**src/rtl/multicycle_control_fsm.sv**
```systemverilog
// Control sequencer for the multi-cycle CPU: walks each instruction through
// fetch/decode/execute/memory/writeback and decodes every datapath control from the state.
module multicycle_control_fsm #(
  parameter bit MEM_WAIT_EN = 1'b1
) (
  input  logic       clk,
  input  logic       reset,
  input  logic [5:0] Op_i,
  input  logic       Mem_ready,
  output logic       PCWrite,
  output logic       PCWriteCond,
  output logic       IorD,
  output logic       MemRead,
  output logic       MemWrite,
  output logic       IRWrite,
  output logic       MemtoReg,
  output logic       RegDst,
  output logic       RegWrite,
  output logic       ALUSrcA,
  output logic [1:0] ALUSrcB,
  output logic [1:0] PCSource,
  output logic [1:0] ALUOp,
  output logic [3:0] State_o,
  output logic       Illegal_o
);

  typedef enum logic [3:0] {
    S_IF       = 4'd0,
    S_DECODE   = 4'd1,
    S_MEM_ADDR = 4'd2,
    S_MEM_RD   = 4'd3,
    S_WB_MEM   = 4'd4,
    S_MEM_WR   = 4'd5,
    S_EX_R     = 4'd6,
    S_WB_R     = 4'd7,
    S_BEQ      = 4'd8,
    S_JUMP     = 4'd9,
    S_EX_I     = 4'd10,
    S_WB_I     = 4'd11
  } state_t;

  localparam logic [5:0] OP_RTYPE = 6'b000000;
  localparam logic [5:0] OP_LW    = 6'b100011;
  localparam logic [5:0] OP_SW    = 6'b101011;
  localparam logic [5:0] OP_BEQ   = 6'b000100;
  localparam logic [5:0] OP_J     = 6'b000010;
  localparam logic [5:0] OP_ADDI  = 6'b001000;

  state_t state_reg;
  state_t state_next;
  logic   ready;

  assign ready   = !MEM_WAIT_EN || Mem_ready;
  assign State_o = state_reg;

  always_ff @(posedge clk or posedge reset) begin
    if (reset) state_reg <= S_IF;
    else       state_reg <= state_next;
  end

  always_comb begin
    state_next = S_IF;
    case (state_reg)
      S_IF:       state_next = ready ? S_DECODE : S_IF;
      S_DECODE: begin
        case (Op_i)
          OP_RTYPE:      state_next = S_EX_R;
          OP_LW, OP_SW:  state_next = S_MEM_ADDR;
          OP_BEQ:        state_next = S_BEQ;
          OP_J:          state_next = S_JUMP;
          OP_ADDI:       state_next = S_EX_I;
          default:       state_next = S_IF;
        endcase
      end
      S_MEM_ADDR: begin
        if (Op_i == OP_LW)      state_next = S_MEM_RD;
        else if (Op_i == OP_SW) state_next = S_MEM_WR;
        else                    state_next = S_IF;
      end
      S_MEM_RD:   state_next = ready ? S_WB_MEM : S_MEM_RD;
      S_MEM_WR:   state_next = ready ? S_IF : S_MEM_WR;
      S_EX_R:     state_next = S_WB_R;
      S_EX_I:     state_next = S_WB_I;
      default:    state_next = S_IF;
    endcase
  end

  // Reset forces every strobe low combinationally so an aborted access never completes.
  always_comb begin
    PCWrite     = 1'b0;
    PCWriteCond = 1'b0;
    IorD        = 1'b0;
    MemRead     = 1'b0;
    MemWrite    = 1'b0;
    IRWrite     = 1'b0;
    MemtoReg    = 1'b0;
    RegDst      = 1'b0;
    RegWrite    = 1'b0;
    ALUSrcA     = 1'b0;
    ALUSrcB     = 2'b00;
    PCSource    = 2'b00;
    ALUOp       = 2'b00;
    Illegal_o   = 1'b0;
    if (!reset) begin
      case (state_reg)
        S_IF: begin
          MemRead = 1'b1;
          ALUSrcB = 2'b01;
          IRWrite = ready;
          PCWrite = ready;
        end
        S_DECODE: begin
          ALUSrcB = 2'b11;
          case (Op_i)
            OP_RTYPE, OP_LW, OP_SW, OP_BEQ, OP_J, OP_ADDI: Illegal_o = 1'b0;
            default:                                       Illegal_o = 1'b1;
          endcase
        end
        S_MEM_ADDR, S_EX_I: begin
          ALUSrcA = 1'b1;
          ALUSrcB = 2'b10;
        end
        S_MEM_RD: begin
          MemRead = 1'b1;
          IorD    = 1'b1;
        end
        S_WB_MEM: begin
          MemtoReg = 1'b1;
          RegWrite = ready;
        end
        S_MEM_WR: begin
          MemWrite = 1'b1;
          IorD     = 1'b1;
        end
        S_EX_R: begin
          ALUSrcA = 1'b1;
          ALUOp   = 2'b10;
        end
        S_WB_R: begin
          RegDst   = 1'b1;
          RegWrite = 1'b1;
        end
        S_BEQ: begin
          ALUSrcA     = 1'b1;
          ALUOp       = 2'b01;
          PCWriteCond = 1'b1;
          PCSource    = 2'b01;
        end
        S_JUMP: begin
          PCWrite  = 1'b1;
          PCSource = 2'b10;
        end
        S_WB_I:  RegWrite = 1'b1;
        default: ;
      endcase
    end
  end

endmodule
```
**config.mk**
```make
export PLATFORM = sky130hd
export DESIGN_NAME = multicycle_control_fsm
export DESIGN_NICKNAME = d
export VERILOG_FILES = /design/src/rtl/multicycle_control_fsm.sv
export SDC_FILE = /design/constraint.sdc
export NUM_CORES = 1
export LEC_CHECK = 0
export ABC_AREA = 1
export BUFFER_PORTS_ARGS = -buffer_cell sky130_fd_sc_hd__buf_2
export CORE_MARGIN = 1.5
export CORE_UTILIZATION = 42
export DETAILED_ROUTE_END_ITERATION = 6
export GPL_ROUTABILITY_DRIVEN = 0
export PLACE_DENSITY = 0.76
export SETUP_SLACK_MARGIN = 0.4
export SLEW_MARGIN = 20
export SYNTH_ARGS = -nofsm -noshare
export SYNTH_HDL_FRONTEND = slang
export SYNTH_SLANG_ARGS = --single-unit
export TNS_END_PERCENT = 1
```
**constraint.sdc**
```tcl
create_clock -name clk -period 1.3 [get_ports clk]
set_clock_uncertainty 0.2 [all_clocks]
set_input_delay 0 -clock clk [delete_from_list [all_inputs] [get_ports clk]]
set_output_delay 0 -clock clk [all_outputs]
set_load 0.01 [all_outputs]
```
### Word-level counts from Yosys, hierarchy flattened

Cells that the tools add are included.

* latch bits: 0
* memories kept: 0
* bits of input ports: 9
* output and inout bits: 21
* word-level logic and storage cells: 62
* bits in writable memories: 0
* bits in read-only memories: 0
* register bits: 4

* multipliers: 0
* equality and inequality tests: 16
* magnitude comparators: 0
* div/mod/pow operators: 0
* $add $sub $neg: 0
* mux-type cells: 36
* reduce and logical (&&, ||, !) cells: 9
* bitwise gates (word level): 0
* shift operators: 0

Operators with widths (number)
* case mux 4 bit (7 select lines): 1
* 2-to-1 mux 1 bit: 22
* case mux 4 bit (5 select lines): 1
* == test 4 x 3 -> 1 bit, second input constant: 4
* == test 4 bit, second input constant: 4
* == test 6 bit, second input constant: 2
* 2-to-1 mux 3 bit: 4
* OR reduction 2 bit: 5
* == test 4 x 2 -> 1 bit, second input constant: 2
* case mux 2 bit (2 select lines): 2
* == test 6 x 2 -> 1 bit, second input constant: 1
* == test 6 x 3 -> 1 bit, second input constant: 1
* == test 6 x 4 -> 1 bit, second input constant: 1
* zero test 6 bit: 1
* 2-to-1 mux 2 bit: 3
* case mux 2 bit (3 select lines): 1
* OR reduction 6 bit: 1
* == test 4 x 1 -> 1 bit, second input constant: 1
* zero test 4 bit: 1
* case mux 1 bit (2 select lines): 2
* OR reduction 4 bit: 1

### Depth between registers and ports, before layout

* depth after elaboration: 5
* gate-level depth with buffers: 6
* gate-level depth less buffers: 6

### Least setup slack after synthesis

No wires, ideal clock.

* path kind: flip-flop to output port
* start point: reg state_reg[0], in the netlist State_o[0]
* end point: out PCSource[0]
* path slack: -0.162 ns
* path buffers: 1
* data arrival time: 1.262 ns
* cell stages (with the launch flop): 5
* path through: dfrtp_1 nor2_1 inv_1 nor3_1 buf_4

* word-level cells in the longest chain between the ends: 3
* elaborated cells on any way between the ends: 4
* those cells by class: eq/ne (2); mux (2)

Ends and longest elaborated chain
* start, declared: RTL line 49 `state_t state_reg;`
* start signal, assigned: RTL line 58 `else state_reg <= state_next;`
* == test 4 bit: RTL line 105 `case (state_reg)`
* case mux 2 bit (2 select lines) (*): RTL line 105
* 2-to-1 mux 2 bit (*): RTL line 104 `if (!reset) begin`
* end, declared: RTL line 21 `output logic [1:0] PCSource,`

Mark *: on every way between the ends. The rest lies on a longest branch, timed or not.

### Final worst setup path

* start point: reg state_reg[2], in the netlist State_o[2]
* end point: out Illegal_o

* word-level cells in the longest chain between the ends: 3

Ends and longest elaborated chain
* == test 4 x 1 -> 1 bit: RTL line 105
* 2-to-1 mux 1 bit: RTL line 105
* 2-to-1 mux 1 bit: RTL line 104
* end, declared: RTL line 24 `output logic Illegal_o`

Every way passes these cells.

==> flow_summary.json <==
{
  "ff2ff_setup_slack_ns": -0.11,
  "final_total_pwr_mw": 0.505,
  "post_synth_mux_area_share_pct": 0,
  "tritoncts": "done",
  "fmax_mhz": 609,
  "postRouteWirelength_um": 1840,
  "worst_ep_required_time_ns": 1.10,
  "worst-endpoint-arrival_ns": 1.44,
  "failing_checks": "hold timing, setup timing",
  "timing.final.hold_violations": 7,
  "die-area_um2": 1520,
  "slowest_stage": "sky130_fd_sc_hd__dfrtp_2",
  "number_of_antenna_violations_at_the_first_check_in_global_routing": 0,
  "layout.area.seq_um2": 105,
  "fp.dieH_um": 39.0,
  "n_fill_cell": 102,
  "tns_ns": -4.10,
  "slew_headroom_pct": 76.7,
  "ctsRootBufferMaster": "sky130_fd_sc_hd__clkbuf_4",
  "critical_path_class": "flip-flop to output pin",
  "core_area_um2": 1160,
  "max_slew.worst_pin.slew_ns": 0.349,
  "layout.nets": 149,
  "cts-htree-levels": 1,
  "cts_buffers": 3,
  "power.combinational.fraction_pct": 33.8,
  "maximum_net_fanout_on_the_critical_path": 5,
  "initial_core_util_pct": 47.2,
  "vdd.ir_drop.worst_mv": 0.385,
  "postSynthNetCount": 109,
  "finalHoldWorstSlack_ns": -0.122,
  "worstHoldPathType": "primary input to flip-flop",
  "syn2layout_area_growth_pct": 62.8,
  "global_route_wire_length_before_repair_um": 2890,
  "cp_slowest_stage_delay_ns": 0.48,
  "all_layer_gr_usage_pct": 28.6,
  "status": "finished, violations left",
  "sequential_element_share_of_the_synthesized_area_pct": 18.3,
  "timing.rr.start": "State_o[2]",
  "min-delay-start": "Op_i[3]",
  "static-leakage-power_nw": 0.538,
  "fp.dieW_um": 39.0,
  "rsz_0062_raised_after_global_routing": "true",
  "hold_path_depth": 4,
  "firstDrtPassIters": 4,
  "p_clk_share_pct": 37.5,
  "switching_fraction_pct": 38.5,
  "setup-violations-final": 20,
  "post-route-worst-setup-slack_ns": -0.341,
  "routed_wire_length_per_instance_um": 12.1,
  "r2r_cell_count": 7,
  "final.period_utilization_pct": 126,
  "clock_sinks": 4,
  "routed_via_density": 5.27,
  "worstHoldEndpoint": "State_o[1]",
  "clk-insertion-delay-late_ns": 0.25,
  "cap_viol_max_count": 0,
  "num_antenna_cells": 0,
  "worst_setup_hold_path_clk_slew_ns": 0.04,
  "cp-end-kind": "output pin",
  "sequential_power_share_pct": 28.8,
  "drt-initial-drc-count": 23,
  "largest_register_ff_count": 4,
  "worstReg2RegEnd": "State_o[2]",
  "dpl-instance-area_um2": 791,
  "grt_pass1_vias": 689,
  "final_antenna_net_count": 0,
  "route.detailed.drc": 0,
  "syn_area_per_cell_um2": 5.46,
  "synth_adder_area_share_pct": 0,
  "io_pins": 30,
  "rows": 12,
  "globalRoute.totalOverflow": 0,
  "ctsLongestPathBuffers": 2,
  "holdBufCountCts": 1,
  "multi_input_comb_area_um2": 444,
  "power.switching_mw": 0.195,
  "internal_power_mw": 0.311,
  "postSynthCellCount": 100,
  "proportion_of_layout_cells_with_a_drive_suffix_above_1_pct": 53.2,
  "post_synth_and_or_nand_nor_area_fraction_pct": 57.6,
  "worst_setup_path_start_kind": "flip-flop",
  "synthesis.area_um2": 546,
  "period_needed_ns": 1.64,
  "final_design_instance_area_without_fill_um2": 888,
  "crit_path_cell_chain": "nor2_4, inv_2, nor3_2, nand3_1, nor2_2, buf_2",
  "final-max-slew-violation-count": 0,
  "synth_compound_area_share_pct": 6.42,
  "postSynthRegisterBits": 4,
  "largest_family_of_logic_cells_by_synthesized_area": "simple AND/OR/NAND/NOR gates",
  "place.port_buffers": 29,
  "vias": 806,
  "synth-xor-area-share_pct": 1.61,
  "synthesis.yosys.warnings": 0,
  "yosysUniqueCellTypes": 19,
  "pin_count_of_the_biggest_net_entering_global_routing": 14,
  "power.density_nw_per_um2": 569,
  "dp_hpwl_um": 1350
}
-- logic make-up (layout without fill, tap and decap cells) --
group	Yosys count	after routing
xor+xnor	1	1
buf+inv	22	61
flops	4	4
compound gates	6	6
simple gates	67	67
-- Yosys cell counts --
cell | number | area share, %
sky130_fd_sc_hd__nor2_4 | 2 | 4.1
sky130_fd_sc_hd__o21bai_1 | 1 | 1.4
sky130_fd_sc_hd__xnor2_1 | 1 | 1.6
sky130_fd_sc_hd__nand2_2 | 2 | 2.3
sky130_fd_sc_hd__nor3_2 | 2 | 3.7
sky130_fd_sc_hd__buf_4 | 1 | 1.4
sky130_fd_sc_hd__nor2_2 | 3 | 3.4
sky130_fd_sc_hd__nand2_1 | 20 | 14
sky130_fd_sc_hd__buf_2 | 1 | 0.92
sky130_fd_sc_hd__o21ai_0 | 2 | 1.8
sky130_fd_sc_hd__nand3_1 | 14 | 13
sky130_fd_sc_hd__dfrtp_1 | 4 | 18
sky130_fd_sc_hd__inv_2 | 3 | 2.1
sky130_fd_sc_hd__inv_1 | 17 | 12
sky130_fd_sc_hd__nor2_1 | 20 | 14
sky130_fd_sc_hd__a211oi_1 | 1 | 1.4
sky130_fd_sc_hd__o21ai_1 | 1 | 0.92
sky130_fd_sc_hd__a21oi_1 | 1 | 0.92
sky130_fd_sc_hd__nor3_1 | 4 | 3.7
-- stage by stage --
stage,instances,setup slack (ns),utilization (%)
after floorplan,100,0.0442,-
after global placement,145,-0.0576,68.4
after detailed placement,145,-0.0697,68.4
after CTS,152,-0.294,76.0
after global routing,153,-0.397,76.8
final,153,-0.341,76.8
-- repair_timing --
action                     4_1_cts  5_1_grt
pin swaps                        3        4
setup endpoints to repair       25       29
hold endpoints to repair         7        7
buffers inserted                 2        1
resized for setup               12        2
-- layout make-up --
type	count	area share, %
Clock buffer	4	2.96
Inverter	20	8.45
Timing Repair Buffer	37	24.8
Tap cell	14	1.97
Multi-Input combinational cell	74	50.0
Sequential cell	4	11.8
-- power by group through the flow --
stage	clock network [mW]	registers (mW)	logic, mW
after floorplan	0	0.145	0.0975
after global placement	0	0.144	0.155
after detailed placement	0	0.145	0.156
after CTS	0.187	0.144	0.165
after global routing	0.209	0.145	0.187
final	0.189	0.145	0.171
-- worst max-delay path: cells and delay by family, from the launching register on --
family / cells / cell delay (ns)
buf+inv: 2 / 0.21
simple gates: 4 / 0.50
flops: 1 / 0.48
-- worst max-delay path by stage --
stage	from	end	slack (ns)	cells after the start
global route	State_o[2]	Illegal_o	-0.40	6
finish	State_o[2]	Illegal_o	-0.34	6
global placement	State_o[2]	ALUSrcB[0]	-0.06	5
detailed placement	State_o[2]	ALUSrcB[0]	-0.07	5
floorplan	State_o[2]	Illegal_o	0.04	5
CTS	State_o[3]	Illegal_o	-0.29	6
-- cells in the final DEF, fill, tap and decap left out, types with 2 or more instances in the layout --
cell	n
sky130_fd_sc_hd__nor3_2	2
sky130_fd_sc_hd__nand3_1	14
sky130_fd_sc_hd__buf_4	6
sky130_fd_sc_hd__inv_1	11
sky130_fd_sc_hd__nor2_2	3
sky130_fd_sc_hd__nor3_4	3
sky130_fd_sc_hd__nor2_4	4
sky130_fd_sc_hd__dfrtp_2	4
sky130_fd_sc_hd__buf_6	2
sky130_fd_sc_hd__nor2_1	18
sky130_fd_sc_hd__inv_2	9
sky130_fd_sc_hd__nand2_1	15
sky130_fd_sc_hd__buf_2	28
sky130_fd_sc_hd__clkbuf_4	3
sky130_fd_sc_hd__nand2_2	6
-- metal layers --
layer / GRT usage [%] / vias to the layer above / part of all wire (%)
met5: 0 / - / 0
met4: 20.7 / 0 / 3.1
met3: 6.94 / 7 / 5.2
met2: 47.5 / 38 / 53
met1: 30.9 / 375 / 39
li1: - / 386 / -
Note: power is estimated with default switching activity, not from simulation.
